===== src/rtl/boot_pkg.sv =====
// boot_pkg: shared states, error codes and stream constants for the boot loader
package boot_pkg;
  typedef enum logic [2:0] {S_IDLE, S_LEN0, S_LEN1, S_DATA, S_CSUM, S_RUN, S_ERROR} state_t;
  localparam logic [1:0] ERR_NONE = 2'b00;
  localparam logic [1:0] ERR_CSUM = 2'b01;
  localparam logic [1:0] ERR_LEN  = 2'b10;
  localparam int BYTE_W     = 8;
  localparam int WORD_BYTES = 4;
endpackage


===== src/rtl/boot_byte_packer.sv =====
// boot_byte_packer: assembles little-endian bytes into 32-bit words with a one-cycle valid pulse
module boot_byte_packer
  import boot_pkg::*;
(
  input  logic              clk,
  input  logic              rst_,
  input  logic              clr,
  input  logic              en,
  input  logic [BYTE_W-1:0] data,
  output logic [1:0]        lane,
  output logic [31:0]       word,
  output logic              word_valid
);
  logic [23:0] asm_q;
  always_ff @(posedge clk or negedge rst_)
    if (!rst_) begin
      lane       <= '0;
      asm_q      <= '0;
      word       <= '0;
      word_valid <= 1'b0;
    end else begin
      word_valid <= en && lane == 2'd3;
      if (clr) begin
        lane  <= '0;
        asm_q <= '0;
      end else if (en) begin
        lane  <= lane + 2'd1;
        asm_q <= {data, asm_q[23:8]};
        if (lane == 2'd3) word <= {data, asm_q};
      end
    end
endmodule


===== src/rtl/imem_boot_loader.sv =====
// imem_boot_loader: loads a length/data/checksum byte stream into imem and releases the core
module imem_boot_loader
  import boot_pkg::*;
#(
  parameter int IMEM_DEPTH = 256,
  parameter int ADDR_W     = 8
) (
  input  logic              clk,
  input  logic              rst_,
  input  logic              start,
  input  logic [BYTE_W-1:0] rx_data,
  input  logic              rx_valid,
  output logic              rx_ready,
  output logic              imem_we,
  output logic [ADDR_W-1:0] imem_addr,
  output logic [31:0]       imem_wdata,
  output logic              core_rst_,
  output logic              busy,
  output logic              done,
  output logic [1:0]        err_code
);
  state_t state;
  logic [15:0] len, n;
  logic [7:0] csum;
  logic [ADDR_W:0] idx, idx_nxt;
  logic [1:0] lane;
  logic acc, go, n_ok;
  assign acc     = rx_valid && rx_ready;
  assign go      = start && !busy;
  assign n       = {rx_data, len[7:0]};
  assign n_ok    = n >= 16'd1 && n <= 16'(IMEM_DEPTH);
  assign idx_nxt = idx + 1'b1;
  boot_byte_packer u_packer (
    .clk       (clk),
    .rst_      (rst_),
    .clr       (go),
    .en        (acc && state == S_DATA),
    .data      (rx_data),
    .lane      (lane),
    .word      (imem_wdata),
    .word_valid(imem_we)
  );
  always_ff @(posedge clk or negedge rst_)
    if (!rst_) begin
      state     <= S_IDLE;
      rx_ready  <= 1'b0;
      core_rst_ <= 1'b0;
      busy      <= 1'b0;
      done      <= 1'b0;
      err_code  <= ERR_NONE;
      len       <= '0;
      csum      <= '0;
      idx       <= '0;
      imem_addr <= '0;
    end else if (go) begin
      state     <= S_LEN0;
      rx_ready  <= 1'b1;
      core_rst_ <= 1'b0;
      busy      <= 1'b1;
      done      <= 1'b0;
      err_code  <= ERR_NONE;
      len       <= '0;
      csum      <= '0;
      idx       <= '0;
    end else if (acc) begin
      case (state)
        S_LEN0: begin
          len[7:0] <= rx_data;
          state    <= S_LEN1;
        end
        S_LEN1: begin
          if (n_ok) begin
            len   <= n;
            state <= S_DATA;
          end else begin
            state    <= S_ERROR;
            err_code <= ERR_LEN;
            rx_ready <= 1'b0;
            busy     <= 1'b0;
          end
        end
        S_DATA: begin
          csum <= csum ^ rx_data;
          if (lane == 2'd3) begin
            imem_addr <= idx[ADDR_W-1:0];
            idx       <= idx_nxt;
            if (16'(idx_nxt) == len) state <= S_CSUM;
          end
        end
        S_CSUM: begin
          rx_ready <= 1'b0;
          busy     <= 1'b0;
          if (csum == rx_data) begin
            state     <= S_RUN;
            core_rst_ <= 1'b1;
            done      <= 1'b1;
          end else begin
            state    <= S_ERROR;
            err_code <= ERR_CSUM;
          end
        end
        default: ;
      endcase
    end
endmodule


===== config.mk =====
export PLATFORM = sky130hd
export DESIGN_NAME = imem_boot_loader
export DESIGN_NICKNAME = d
export VERILOG_FILES = /design/src/rtl/boot_pkg.sv /design/src/rtl/boot_byte_packer.sv /design/src/rtl/imem_boot_loader.sv
export SDC_FILE = /design/constraint.sdc
export NUM_CORES = 1
export LEC_CHECK = 0
export ABC_AREA = 0
export CAP_MARGIN = 40
export CORE_ASPECT_RATIO = 0.5
export CORE_UTILIZATION = 55
export CTS_BUF_LIST = sky130_fd_sc_hd__clkbuf_8 sky130_fd_sc_hd__clkbuf_16
export DETAILED_ROUTE_END_ITERATION = 7
export GPL_ROUTABILITY_DRIVEN = 0
export MAX_ROUTING_LAYER = met4
export PLACE_DENSITY = 0.83
export SLEW_MARGIN = 20
export SYNTH_ARGS = -nofsm -noshare
export SYNTH_HDL_FRONTEND = slang
export SYNTH_SLANG_ARGS = --single-unit

===== constraint.sdc =====
create_clock -name clk -period 2.4 [get_ports clk]
set_input_delay 0.48 -clock clk [delete_from_list [all_inputs] [get_ports clk]]
set_output_delay 0.48 -clock clk [all_outputs]
set_load 0.01 [all_outputs]

**After elaboration in Yosys (flattened, before gate mapping)**

Cells that the tools add are included.

- Flip-flop bits (word level): 107
- Input port bits: 12
- Output and inout port bits: 47
- Word-level logic and storage cells: 94

- Equality and inequality tests: 12
- Bitwise logic cells: 2
- Reduce and logical (&&, ||, !) cells: 27
- Mux-type cells: 36
- Magnitude comparators: 2
- Add/subtract/negate cells: 2

Operators with widths:

| kind | number |
|---|---|
| 2-to-1 mux 16 bit | 3 |
| 2-to-1 mux 24 bit | 2 |
| 2-to-1 mux 9 bit | 4 |
| 2-to-1 mux 8 bit | 4 |
| AND reduction 3 bit | 6 |
| nonzero test 2 bit | 9 |
| == test 9 x 16 -> 1 bit | 1 |
| greater-or-equal comparator 16 x 1 -> 1 bit (second input constant) | 1 |
| <= comparator 16 x 9 -> 1 bit (second input constant) | 1 |
| one-hot mux 8 bit (2 select lines) | 1 |
| 2-to-1 mux 3 bit | 5 |
| 2-to-1 mux 2 bit | 7 |
| one-hot mux 3 bit (4 select lines) | 1 |
| AND reduction 4 bit | 3 |
| adder 9 x 1 -> 9 bit (second input constant) | 1 |
| == test 8 bit | 1 |
| bitwise XOR 8 bit | 1 |
| 2-to-1 mux 1 bit | 7 |
| == test 3 x 2 -> 1 bit (second input constant) | 2 |
| inequality test 3 x 2 -> 1 bit (second input constant) | 2 |
| inequality test 3 bit (second input constant) | 2 |
| logical AND 1 bit | 5 |
| nonzero test 5 bit | 1 |
| one-hot mux 2 bit (2 select lines) | 1 |
| 10 further kinds | 10 |

**Longest topological paths before layout**

- Depth in word-level cells: 7
- Gate-level depth with buffers: 7
- Gate-level depth less buffers: 6

**By module**

Synthesis repeated with hierarchy kept, for this count alone.

- Cells, all modules: 439
- Area, all modules: 4,994.8 µm²

By module, submodules not included:

| module | area each (µm²) | cells each | instances | seq. area each (µm²) |
|---|---|---|---|---|
| imem_boot_loader | 2,581.2 | 284 | 1 | 1,201.2 |
| boot_byte_packer | 2,413.6 | 155 | 1 | 1,476.4 |

**Worst setup path before layout**

No wires, ideal clock.

- Kind: register to register
- From: register idx[0]
- To: register state[2]
- Required time: 2.333 ns
- Period minus slack after synthesis: 2.108 ns
- Setup time: 0.067 ns
- Path slack: 0.292 ns
- Path buffers: 0
- Arrival time: 2.041 ns
- Cell stages (with the launch flop): 7
- Path through: dfrtp_1 -> ha_1 -> xor3_1 -> nor3_1 -> o2111ai_2 -> a2111oi_4 -> o221a_1

- Word-level cells in the longest chain between the ends: 4

Ends and longest elaborated chain:

| item | line | RTL |
|---|---|---|
| from (decl) | imem_boot_loader.sv:25 | `logic [ADDR_W:0] idx, idx_nxt;` |
| from (signal assigned) | imem_boot_loader.sv:86 | `idx <= idx_nxt;` |
| adder 9 x 1 -> 9 bit | imem_boot_loader.sv:32 | `assign idx_nxt = idx + 1'b1;` |
| == test 9 x 16 -> 1 bit | imem_boot_loader.sv:87 | `if (16'(idx_nxt) == len) state <= S_CSUM;` |
| inequality test 3 x 2 -> 1 bit (no line) | n/a |  |
| AND reduction 4 bit (no line) | n/a |  |
| to (signal assigned) | imem_boot_loader.sv:87 |  |
| to (signal assigned) | imem_boot_loader.sv:94 | `state <= S_RUN;` |
| to (signal assigned) | imem_boot_loader.sv:98 | `state <= S_ERROR;` |
| to (decl) | imem_boot_loader.sv:22 | `state_t state;` |

Every way passes these cells.
A chain may end at the register's enable or synchronous reset.

**Final worst setup path**

- From: register idx[1]
- To: register state[2]

The elaborated chain is that of the path after synthesis.

==> metrics <==
status completed; library cells used by synthesis 48; row count 23; gr ovfl total 0; PostCTS Resize Cnt 0; commonest cells in the netlist nand2_1, dfrtp_1, o21ai_0, a21oi_1, nor2_1; Routed WL 11.3 mm; area of the multi-input gates 0.00200 mm^2; area delta synth->final 23.1%; Slew HR 61.8%; # clock sinks 107; element type at the critical path end register; total number of vias 4056; syn_nets 548; Port Buffer Count 58; nets 610; Max Clk Rate 466 MHz; CTS tree yes; H-tree depth 3; Total Power 5.22 mW; I/O pin total 59; Root Buffer clkbuf_16; first-pass GRT wire length 18.7 mm; Worst-Skew Late Latency 360 ps; Synth area leaders dfrtp_1, nand2_1, o21ai_0, a21oi_1, xor2_1; worst reg2reg path endpoint state[2]; Max clock buf depth 2; worst-case clock skew 8.60 ps; reg2reg setup slack 250 ps; actual slew at the worst max-slew pin 572 ps; Mapped Area 0.00482 mm^2; Synth top area share 55.5%; drt initial violations 426; Pins Over Slew Limit 0; Setup TNS 0 ps; core area 0.00826 mm^2; Cell Pwr Density 879 mW/mm^2; maximum number of pins on one net before global-route repair 45; Worst Path Arrival 2440 ps; Fin Hold WS 110 ps; antenna cells 0; CP Max Fanout 6; Avg Cell Area, Syn 9.03 um^2; R2R depth 6; vias in the first global route 3721; vias per inst 5.69; Main synth FF type dfrtp_1; most frequent cell after synthesis nand2_1; RSZ-0062 raised after global routing false; Peak VDD IR 0.572 mV; Tcrit/Tclk final 89.5%; crit start category register; Leak 2.82 nW; wire per inst 15.8 um; Crit Path Class register to register; # fillers 592; share of cells above drive strength 1 7.99%; die span in x 134 um; initial antenna violation count 0; GRT Total Usage 27.7%; CTS Hold Bufs 0; Seq/Total Area, Yosys 55.5%; Yosys top cell by area dfrtp_1; Final ANT Viol Nets 0; CTS clk-pin slew, worst paths 80 ps; synth warn 0; final hold vios 0; First-pass DRT Iterations 5; ys async rst share 100%; die height 68.2 um; reg2reg start idx[1]; Synth Instances 534; CTS Buf Count 9; crit path from idx[1]; maxcap violations 0; Period minus WS final 2150 ps; floorplan die area 0.00917 mm^2; FF/Latch Area 0.00268 mm^2; Final Setup Violations 0; Hold Path Class input port to async pin; Required @ worst endpoint 2690 ps; Synth Register Bits 107; Post-synth EDFFs 0; CP endpoint state[2]; drt drc 0; starting density of the core 58.4%; detailed placer's ending HPWL 7.63 mm; Post-CTS Setup Bufs 0
==> per-layer routing <==
metal  global-route usage (%)  part of all wire (%)  up-vias  wire length (um)
li1                         -                     -     1902                 -
met1                     37.5                    46     1996              5200
met2                     42.8                    47      142              5270
met3                     6.00                   6.1       16               687
met4                     8.01                   1.2        0               134
met5                        -                     0        -                 0
==> report_power, final <==
part / total (mW) / leakage, nW / internal, mW / switching (mW)
logic: 1.26 / 1.20 / 0.547 / 0.712
registers: 2.43 / 1.46 / 2.11 / 0.319
clock network: 1.53 / 0.156 / 0.830 / 0.700
==> critical path: stages (launching register included) <==
cell and delay, ps:
dfrtp_1 450, ha_1 210, xor3_1 420, nor3_1 210, o2111ai_2 160, a2111oi_4 420, o221a_1 220
==> worst min-delay path by stage <==
stage                      startpoint                 to  slack, ps  cells past startpoint
finish                           rst_  u_packer.word[23]        110                      1
global placement    u_packer.asm_q[1]   u_packer.word[1]        450                      2
detailed placement  u_packer.asm_q[2]   u_packer.word[2]        460                      2
floorplan                        rst_               busy        180                      0
global route                     rst_  u_packer.word[23]        140                      1
CTS                              rst_  u_packer.word[23]        130                      1
==> flip-flops by register name, summed over array words and instances (netlist names), 2 cells and up <==
name            flops
u_packer.word      32
u_packer.asm_q     24
u_packer.lane       2
idx                 9
imem_addr           8
state               3
csum                8
len                16
err_code            2
==> kinds of logic (layout without fill, tap and decap cells) <==
kind of cell | count (synthesis) | count (layout) | share of synthesized area, %
compound gates | 99 | 99 | 12.5
simple gates | 274 | 274 | 24.4
xor+xnor | 19 | 19 | 3.92
buf+inv | 33 | 100 | 3.17
flops | 107 | 107 | 55.5
fa+ha+maj | 2 | 2 | 0.519
==> placed cells by master, fill, tap and decap left out, types with 3 or more instances in the layout <==
cell	instances
nand2b_1	5
buf_4	20
a31oi_1	4
nand3_1	6
and2_1	11
o31ai_1	6
inv_1	3
xor2_1	11
clkdlybuf4s50_1	57
o21ai_0	42
nor2_1	22
nor4_1	8
nand2_1	197
a21oi_1	32
nor3_1	6
and3_1	3
buf_12	4
xnor2_1	6
clkbuf_16	9
dfrtp_1	107
==> layout make-up <==
type | count | share of cell area, %
sequential | 107 | 45.1
clock buffer | 9 | 3.79
clock inverter | 7 | 1.39
multi-input combinational | 394 | 33.7
timing repair buffer | 81 | 13.5
tap | 112 | 2.36
inverter | 3 | 0.190
==> metrics by stage <==
stage | instance area [um^2] | util [%] | instances | setup WS (ps)
global placement | 5630 | 68.1 | 697 | 76.2
finish | 5940 | 71.9 | 713 | 252
CTS | 5940 | 71.9 | 713 | 245
detailed placement | 5630 | 68.1 | 697 | 29.4
floorplan | 4820 | - | 534 | 292
global route | 5940 | 71.9 | 713 | 122
Note: power is estimated with default switching activity, not from simulation.
